==> src/rtl/copy_sched.sv <==
`default_nettype none
// ============================================================================
//  Module   : copy_sched
//  Purpose  : COPY-stage scheduler. Round-robin arbitration between two
//             four-phase packet producers, then replays the granted packet
//             to the copy datapath once per requested copy (Send/Ack
//             four-phase), tagging each copy with an index and a last flag.
//             Bypass packets are emitted exactly once with feb raised.
//  Revision : 1.0 - initial release
// ============================================================================
module copy_sched #(
  parameter int DW = 32,
  parameter int CW = 3
) (
  input  logic          CLK,
  input  logic          MR_n,
  // producer channel 0
  input  logic          Send_in0,
  input  logic [DW-1:0] Data_in0,
  input  logic [CW-1:0] Cnt_in0,
  input  logic          exb_in0,
  output logic          Ack_out0,
  // producer channel 1
  input  logic          Send_in1,
  input  logic [DW-1:0] Data_in1,
  input  logic [CW-1:0] Cnt_in1,
  input  logic          exb_in1,
  output logic          Ack_out1,
  // copy datapath side
  output logic          Send_out,
  output logic [DW-1:0] Data_out,
  output logic [CW-1:0] Idx_out,
  output logic          Last_out,
  input  logic          Ack_in,
  // status
  output logic          feb,
  output logic          Busy
);

  typedef enum logic [1:0] {
    S_IDLE    = 2'd0,
    S_EMIT    = 2'd1,
    S_WAIT_LO = 2'd2
  } state_t;

  localparam logic [CW:0] c_one = {{CW{1'b0}}, 1'b1};

  state_t r_state;
  state_t w_state_nxt;

  // Registered state. Data_out doubles as the latched packet: it is only
  // loaded on the grant edge, which is also the first Send_out rising edge.
  logic          r_ptr;
  logic          r_gnt;
  logic [CW:0]   r_k;
  logic [CW:0]   r_total;
  logic          r_ack0;
  logic          r_ack1;
  logic          r_send;
  logic [DW-1:0] r_data;
  logic [CW-1:0] r_idx;
  logic          r_last;
  logic          r_feb;
  logic          r_busy;

  logic          w_ptr_nxt;
  logic          w_gnt_nxt;
  logic [CW:0]   w_k_nxt;
  logic [CW:0]   w_total_nxt;
  logic          w_ack0_nxt;
  logic          w_ack1_nxt;
  logic          w_send_nxt;
  logic [DW-1:0] w_data_nxt;
  logic [CW-1:0] w_idx_nxt;
  logic          w_last_nxt;
  logic          w_feb_nxt;
  logic          w_busy_nxt;

  // Arbitration and selected-channel view
  logic          w_elig0;
  logic          w_elig1;
  logic          w_any;
  logic          w_sel;
  logic [DW-1:0] w_sel_data;
  logic [CW-1:0] w_sel_cnt;
  logic          w_sel_exb;
  logic [CW:0]   w_k_inc;
  logic          w_is_last;

  // A channel whose acknowledge is still high has not finished its
  // four-phase return, so it cannot be granted again yet.
  assign w_elig0    = Send_in0 & ~r_ack0;
  assign w_elig1    = Send_in1 & ~r_ack1;
  assign w_any      = w_elig0 | w_elig1;
  assign w_sel      = (w_elig0 & w_elig1) ? r_ptr : w_elig1;
  assign w_sel_data = w_sel ? Data_in1 : Data_in0;
  assign w_sel_cnt  = w_sel ? Cnt_in1  : Cnt_in0;
  assign w_sel_exb  = w_sel ? exb_in1  : exb_in0;
  assign w_k_inc    = r_k + c_one;
  assign w_is_last  = (r_k == (r_total - c_one));

  // State register
  always_ff @(posedge CLK or negedge MR_n) begin
    if (!MR_n) begin
      r_state <= S_IDLE;
    end else begin
      r_state <= w_state_nxt;
    end
  end

  // Datapath and output registers; a reset drops any packet in flight
  always_ff @(posedge CLK or negedge MR_n) begin
    if (!MR_n) begin
      r_ptr   <= 1'b0;
      r_gnt   <= 1'b0;
      r_k     <= '0;
      r_total <= '0;
      r_ack0  <= 1'b0;
      r_ack1  <= 1'b0;
      r_send  <= 1'b0;
      r_data  <= '0;
      r_idx   <= '0;
      r_last  <= 1'b0;
      r_feb   <= 1'b0;
      r_busy  <= 1'b0;
    end else begin
      r_ptr   <= w_ptr_nxt;
      r_gnt   <= w_gnt_nxt;
      r_k     <= w_k_nxt;
      r_total <= w_total_nxt;
      r_ack0  <= w_ack0_nxt;
      r_ack1  <= w_ack1_nxt;
      r_send  <= w_send_nxt;
      r_data  <= w_data_nxt;
      r_idx   <= w_idx_nxt;
      r_last  <= w_last_nxt;
      r_feb   <= w_feb_nxt;
      r_busy  <= w_busy_nxt;
    end
  end

  // Next-state and next-output decode
  always_comb begin
    w_state_nxt = r_state;
    w_ptr_nxt   = r_ptr;
    w_gnt_nxt   = r_gnt;
    w_k_nxt     = r_k;
    w_total_nxt = r_total;
    w_ack0_nxt  = r_ack0;
    w_ack1_nxt  = r_ack1;
    w_send_nxt  = r_send;
    w_data_nxt  = r_data;
    w_idx_nxt   = r_idx;
    w_last_nxt  = r_last;
    w_feb_nxt   = r_feb;

    // Producer release runs independently of the emission sequence.
    if (!Send_in0) w_ack0_nxt = 1'b0;
    if (!Send_in1) w_ack1_nxt = 1'b0;

    case (r_state)
      S_IDLE: begin
        if (w_any) begin
          w_gnt_nxt   = w_sel;
          w_data_nxt  = w_sel_data;
          w_k_nxt     = '0;
          w_total_nxt = w_sel_exb ? c_one : ({1'b0, w_sel_cnt} + c_one);
          w_idx_nxt   = '0;
          w_last_nxt  = w_sel_exb | (w_sel_cnt == '0);
          w_feb_nxt   = w_sel_exb;
          w_send_nxt  = 1'b1;
          if (w_sel) w_ack1_nxt = 1'b1;
          else       w_ack0_nxt = 1'b1;
          w_state_nxt = S_EMIT;
        end
      end

      S_EMIT: begin
        if (Ack_in) begin
          w_send_nxt  = 1'b0;
          w_state_nxt = S_WAIT_LO;
        end
      end

      S_WAIT_LO: begin
        if (!Ack_in) begin
          if (w_is_last) begin
            w_last_nxt  = 1'b0;
            w_idx_nxt   = '0;
            w_feb_nxt   = 1'b0;
            w_ptr_nxt   = ~r_gnt;
            w_state_nxt = S_IDLE;
          end else begin
            w_k_nxt     = w_k_inc;
            w_idx_nxt   = w_k_inc[CW-1:0];
            w_last_nxt  = (w_k_inc == (r_total - c_one));
            w_send_nxt  = 1'b1;
            w_state_nxt = S_EMIT;
          end
        end
      end

      default: begin
        w_state_nxt = S_IDLE;
      end
    endcase

    w_busy_nxt = (w_state_nxt != S_IDLE);
  end

  assign Ack_out0 = r_ack0;
  assign Ack_out1 = r_ack1;
  assign Send_out = r_send;
  assign Data_out = r_data;
  assign Idx_out  = r_idx;
  assign Last_out = r_last;
  assign feb      = r_feb;
  assign Busy     = r_busy;

endmodule
`default_nettype wire

==> config.mk <==
export PLATFORM = sky130hd
export DESIGN_NAME = copy_sched
export DESIGN_NICKNAME = d
export VERILOG_FILES = /design/src/rtl/copy_sched.sv
export SDC_FILE = /design/constraint.sdc
export NUM_CORES = 1
export LEC_CHECK = 0
export BUFFER_PORTS_ARGS = -buffer_cell sky130_fd_sc_hd__buf_2
export CAP_MARGIN = 15
export CORE_AREA = 4 4 86 88
export CTS_CLUSTER_DIAMETER = 120
export DETAILED_ROUTE_END_ITERATION = 12
export DIE_AREA = 0 0 90 92
export HOLD_SLACK_MARGIN = 0.03
export PLACE_DENSITY = 0.78
export SLEW_MARGIN = 15
export SYNTH_ARGS = -nofsm -noshare
export SYNTH_HDL_FRONTEND = slang
export SYNTH_SLANG_ARGS = --single-unit
export TNS_END_PERCENT = 5
==> constraint.sdc <==
create_clock -name CLK -period 1.8 [get_ports CLK]
set_input_delay 0.27 -clock CLK [delete_from_list [all_inputs] [get_ports CLK]]
set_output_delay 0.27 -clock CLK [all_outputs]
set_load 0.1 [all_outputs]
==> impl_metrics.py, run 1 <==
metrics = {
    "status": {
        "status": "complete, but fails checks",
        "violations": "setup timing",
    },
    "final_layout": {
        "final_area_sq_mm": 0.003677,
        "utilization_pct": 55.35,
        "synthToLayoutAreaGrowth_pct": 31.56,
        "n_antenna_cell": 0,
        "num-fill-cells": 581,
        "fin_nets": 473,
        "drive_gt1_share_pct": 42.75,
    },
    "run": {
        "max-cap-violations": 0,
    },
    "clock_tree": {
        "cts-htree-levels": 2,
        "clk_latency_ns": 0.31,
        "cts_tree": "built",
        "root_buffer": "clkbuf_8",
        "cts.sinks": 53,
        "cts_buffer_depth": 2,
        "cts_buffers": 5,
        "path_clk_slew_ns": 0.11,
    },
    "timing": {
        "hold_viol": 0,
        "min_period_ns": 1.821,
        "setup_violations": 2,
        "rsz0062_at_grt": "true",
        "finalMaxSlewViolations": 0,
        "skew_ns": 0.01114,
        "whs_ns": 0.2120,
        "fmax_ghz": 0.5491,
        "fin_tns_setup_ns": -0.04236,
        "tightest_slew_ns": 0.5063,
        "slew-limit-headroom_pct": 66.48,
        "fin_crit_sh_pct": 101.2,
        "finalWorstSetupSlack_ns": -0.02124,
    },
    "logic_synthesis": {
        "synth-simple-area-share_pct": 12.67,
        "synth_area_per_cell_sq_um": 10.47,
        "synth_edf_count": 0,
        "synthMuxAreaShare_pct": 13.61,
        "synth.area.top_cells": "dfrtp_1 (47%), mux2i_1 (12%), nand2_1 (6.6%)",
        "async_flop_share_pct": 100.0,
        "syn_area_sq_mm": 0.002795,
        "ys_top_cells_by_count": "dfrtp_1 (53), nand2_1 (49), mux2i_1 (34), o21ai_0 (26), o21ai_1 (15)",
        "synthFlopType": "dfrtp_1",
        "ys_seq_area_share_pct": 47.45,
        "yosysTopAreaCell": "dfrtp_1",
        "synth-compound-area-share_pct": 14.46,
        "synth_top_family_by_area": "compound AO/OA/AOI/OAI gates",
        "yosysMostFrequentCell": "dfrtp_1",
        "synth_cells": 267,
        "yosysWarnings": 0,
        "synth_seq_cells": 53,
        "synth.top_cell.area_share_pct": 47.45,
        "synth-adder-area-share_pct": 1.791,
        "synthXorXnorAreaFrac_pct": 4.521,
        "yosys.cell_types.count": 44,
        "synth_nets": 348,
    },
    "worst_setup_path": {
        "crit_type": "reg -> reg",
        "rr_worst_depth": 7,
        "cp_cell_sequence": "nand2b_4, nor2_4, mux2i_2, ha_2, nand2_1, o22a_1, a31oi_1",
        "cp-start-kind": "flop",
        "arrival_ns": 2.06,
        "cp.required_ns": 2.04,
        "max_stage_delay_ns": 0.48,
        "cp_slowest_cell": "dfrtp_4",
        "crit_path_max_fanout": 4,
        "end_kind": "flop",
    },
    "placement": {
        "port-buffer-count": 117,
        "post-dp-hpwl_um": 5399,
        "gp_congestion": 0.8004,
        "place_area_sq_mm": 0.003485,
    },
    "die": {
        "core_area_sq_mm": 0.006644,
        "die_h_um": 92,
        "die_x_um": 90,
        "die_area_sq_mm": 0.008280,
        "start_util_pct": 42.07,
        "ioPinCount": 118,
        "num_rows": 30,
    },
    "global_route": {
        "globalRoute.busiestLayer": "met2",
        "use_met3_pct": 5.496,
        "gr-total-overflow": 0,
        "first_global_vias": 2339,
        "grt.met2_usage_pct": 28.87,
        "grt_first_pass_wirelength_um": 10820,
        "track_usage_pct": 16.25,
        "use_met1_pct": 18.44,
        "grt_max_degree": 57,
        "antenna_found_initial": 1,
    },
    "min_path": {
        "min_path_type": "in -> reg",
        "hold_depth": 2,
    },
    "route": {
        "drc_errors": 0,
        "first_pass_iters": 4,
        "ant_nets": 0,
        "first_iter_violations": 80,
        "wire_per_inst_um": 14.76,
        "avgViaCountPerCell": 4.975,
        "wl_um": 6982,
        "num_vias": 2353,
    },
}
[per-stage QoR]
| stage | instances | setup WS (ns) |
|---|---|---|
| detailed placement | 459 | -0.04207 |
| global route | 473 | -0.1261 |
| floorplan | 267 | -0.2814 |
| finish | 473 | -0.02124 |
| CTS | 472 | -0.02831 |
| global placement | 459 | 0.05050 |
[cell type report]
cell class              count  area [sq um]  share of cell area [%]
clock buffers               5         68.82                   1.871
inverters                   7         26.28                  0.7145
well taps                  80         100.1                   2.722
repair buffers            135         755.7                   20.55
flip-flops and latches     53          1334                   36.27
multi-input cells         190          1366                   37.16
clock inverters             3         26.28                  0.7145
[cell families (layout without fill, tap and decap cells)]
group                    after synthesis  after routing
AND/OR/NAND/NOR                       74             74
AO/OA/AOI/OAI                         63             63
flip-flops                            53             53
multiplexers                          37             37
buffers and inverters                 24            150
XOR/XNOR                              12             12
adder cells (fa/ha/maj)                4              4
[state kept, by name, summed over array words and instances, names as in the netlist]
| signal | cells |
|---|---|
| Ack_out0 | 1 |
| Ack_out1 | 1 |
| Busy | 1 |
| Data_out | 32 |
| Idx_out | 3 |
| Last_out | 1 |
| Send_out | 1 |
| feb | 1 |
| r_gnt | 1 |
| r_k | 4 |
| r_ptr | 1 |
| r_state | 2 |
| r_total | 4 |
[timing repair]
action                                  4_1_cts  5_1_grt
endpoints found under the setup margin        1       30
gates resized for setup                       2        9
endpoints found under the hold margin        17        0
pin swaps                                     3        7
hold buffers                                  1        0
buffers inserted                              4        1
[worst max-delay path: cells and delay by family (launching register included)]
kind            cells  cell delay [ns]
compound gates      2             0.34
mux                 1             0.31
fa+ha+maj           1             0.21
flops               1             0.48
simple gates        3             0.40
[per-layer routing]
metal  share of wire [%]  vias up
met2                  50       93
met5                0.29        -
li1                    -     1174
met4                 1.1        2
met3                 7.5       11
met1                  41     1073
[layout by cell type (no fill, tap or decap), types with 2 or more instances in the layout]
| master | n |
|---|---|
| o211ai_1 | 2 |
| o21ai_1 | 16 |
| nor3_1 | 3 |
| dfrtp_1 | 51 |
| a32o_1 | 3 |
| buf_2 | 117 |
| o21ai_0 | 24 |
| dfrtp_4 | 2 |
| xnor2_1 | 3 |
| mux2i_1 | 33 |
| clkbuf_8 | 5 |
| xor2_1 | 6 |
| o21a_1 | 2 |
| nor2_2 | 2 |
| nand2b_4 | 2 |
| a21oi_1 | 3 |
| nand3_1 | 6 |
| clkinv_4 | 2 |
| mux2i_2 | 2 |
| a31oi_1 | 2 |
| ha_4 | 2 |
| nand2_1 | 49 |
| buf_12 | 2 |
| xnor2_2 | 2 |
| nor2_1 | 4 |
| buf_4 | 13 |
| buf_6 | 2 |
| inv_1 | 6 |
[path summary, 6_finish.rpt]
| path | start | to | slack, ns |
|---|---|---|---|
| min in group asynchronous | MR_n | r_k[0]$_DFFE_PN0P_ | 0.43 |
| max reg2reg | Ack_out1$_DFF_PN0_ | Last_out$_DFFE_PN0P_ | -0.02 |
| max | Ack_out1$_DFF_PN0_ | Last_out$_DFFE_PN0P_ | -0.02 |
| min | Send_in1 | Ack_out1$_DFF_PN0_ | 0.21 |
| min reg2reg | Data_out[6]$_DFFE_PN0P_ | Data_out[6]$_DFFE_PN0P_ | 0.48 |
| max in group asynchronous | MR_n | Ack_out0$_DFF_PN0_ | 0.81 |
Power of run 1 is left out: the tool's default activity adds up to more than one toggle a clock period on the data nets, which glitch-free logic cannot reach.
==> run 2: changes to the inputs <==
--- a/config.mk
+++ b/config.mk
@@ -7,12 +7,12 @@
 export LEC_CHECK = 0
 export BUFFER_PORTS_ARGS = -buffer_cell sky130_fd_sc_hd__buf_2
 export CAP_MARGIN = 15
-export CORE_AREA = 4 4 86 88
+export CORE_AREA = 4 4 105 107
 export CTS_CLUSTER_DIAMETER = 120
 export DETAILED_ROUTE_END_ITERATION = 12
-export DIE_AREA = 0 0 90 92
+export DIE_AREA = 0 0 109 111
 export HOLD_SLACK_MARGIN = 0.03
-export PLACE_DENSITY = 0.78
+export PLACE_DENSITY = 0.56
 export SLEW_MARGIN = 15
 export SYNTH_ARGS = -nofsm -noshare
 export SYNTH_HDL_FRONTEND = slang
==> impl_metrics.py, run 2 (synthesis gave the netlist of run 1 again) <==
metrics = {
    "timing": {
        "finalMaxSlewViolations": 0,
        "fin_tns_setup_ns": 0,
        "slew-limit-headroom_pct": 66.50,
        "fin_crit_sh_pct": 99.66,
        "rsz0062_at_grt": "true",
        "min_period_ns": 1.794,
        "setup_violations": 0,
        "hold_viol": 0,
        "skew_ns": 0.01053,
        "fmax_ghz": 0.5574,
        "tightest_slew_ns": 0.5060,
    },
    "die": {
        "num_rows": 37,
        "ioPinCount": 118,
        "die_area_sq_mm": 0.01210,
        "die_x_um": 109,
        "die_h_um": 111,
        "start_util_pct": 27.57,
        "core_area_sq_mm": 0.01014,
    },
    "final_layout": {
        "final_cell_mix": "buf_2 (117), dfrtp_1 (50), nand2_1 (49)",
        "final_cells": 532,
        "n_antenna_cell": 0,
        "fin_nets": 476,
        "drive_gt1_share_pct": 42.42,
        "utilization_pct": 37.26,
        "largest_reg_flops": 32,
        "num-fill-cells": 1030,
        "synthToLayoutAreaGrowth_pct": 35.14,
        "mostFrequentLayoutCell": "buf_2",
    },
    "route": {
        "wl_um": 6793,
        "first_pass_iters": 4,
        "avgViaCountPerCell": 4.333,
        "first_iter_violations": 84,
        "wire_per_inst_um": 12.77,
        "num_vias": 2305,
        "ant_nets": 0,
        "drc_errors": 0,
    },
    "worst_setup_path": {
        "worstReg2RegStart": "Ack_out1$_DFF_PN0_",
        "crit_path_end": "Last_out$_DFFE_PN0P_",
        "critPathLaunch": "Ack_out1$_DFF_PN0_",
        "crit_type": "reg -> reg",
        "crit_path_max_fanout": 5,
        "arrival_ns": 2.03,
        "cp.required_ns": 2.03,
        "cp-start-kind": "flop",
        "end_kind": "flop",
        "rr_worst_depth": 7,
        "rr_endpoint": "Last_out$_DFFE_PN0P_",
        "r2r_setup_slack_ns": 0.006,
    },
    "placement": {
        "post-dp-hpwl_um": 5221,
        "gp_congestion": 0.7634,
        "dp.cells": 521,
        "port-buffer-count": 117,
    },
    "min_path": {
        "min_path_type": "in -> reg",
    },
    "global_route": {
        "antenna_found_initial": 0,
        "gr-total-overflow": 0,
        "grt_max_degree": 71,
        "grt_first_pass_wirelength_um": 11560,
        "first_global_vias": 2400,
        "track_usage_pct": 11.71,
    },
    "clock_tree": {
        "clk_latency_ns": 0.31,
        "path_clk_slew_ns": 0.10,
        "root_buffer": "clkbuf_8",
        "cts.sinks": 53,
        "cts_buffer_depth": 2,
        "cts_tree": "built",
        "cts_buffers": 5,
        "cts-htree-levels": 2,
    },
    "run": {
        "max-cap-violations": 0,
    },
    "status": {
        "status": "finished clean",
    },
}
[run 2: changes by cell type in the layout (fill, tap and decap cells not counted), sizes merged]
cell,previous run,this run
buf,134,137
bufinv,0,1
clkinv,2,1
clkinvlp,0,1
inv,8,7
[run 2: area by class of cell]
cell class                 instances  area (sq um)  area share [%]
multi-input combinational        190          1344           35.57
sequential                        53          1335           35.34
timing repair buffer             138         787.0           20.83
tap                              136         170.2           4.505
clock buffer                       5         68.82           1.822
clock inverter                     3         46.29           1.226
inverter                           7         26.28          0.6956
[run 2: per-stage QoR]
step	setup slack (ns)	instance area [sq um]	hold slack [ns]
floorplan	-0.2814	2814	-0.02559
global placement	-0.01249	3612	0.2957
detailed placement	-0.05832	3612	0.2947
CTS	-0.02211	3750	0.1975
global route	-0.07096	3777	0.2074
finish	0.006033	3777	0.2199
[run 2: timing repair]
action                                 CTS  global route
hold buffers                             1             0
pin swaps                                0             6
setup endpoints to repair                2            14
endpoints found under the hold margin   53             0
gates resized for setup                  2             5
setup buffers                            0             2
[run 2: worst max-delay path, cell delays in order, from the launching register on]
cell and delay [ns]:
dfrtp_4 0.48, nand2b_4 0.17, nor2_4 0.25, mux2i_4 0.31, ha_2 0.19, nand2_1 0.04
o22a_1 0.15, a31oi_1 0.14
[run 2: worst min-delay path by stage]
stage	start	endpoint	slack, ns	cells past startpoint
global route	Send_in1	Ack_out1$_DFF_PN0_	0.21	2
CTS	Data_in0[11]	Data_out[11]$_DFFE_PN0P_	0.20	3
detailed placement	MR_n	Send_out$_DFFE_PN0P_	0.29	2
global placement	MR_n	Send_out$_DFFE_PN0P_	0.30	2
finish	Data_in0[12]	Data_out[12]$_DFFE_PN0P_	0.22	3
floorplan	MR_n	Busy$_DFF_PN0_	-0.03	0
[run 2: per-layer routing]
metal | global-route usage [%] | wire, um | vias up
li1 | - | - | 1176
met1 | 15.00 | 2938 | 1051
met2 | 19.49 | 3342 | 71
met3 | 3.087 | 444 | 7
met4 | 2.778 | 68 | 0
met5 | 0 | 0 | -
Power of run 2 is left out for the same reason.
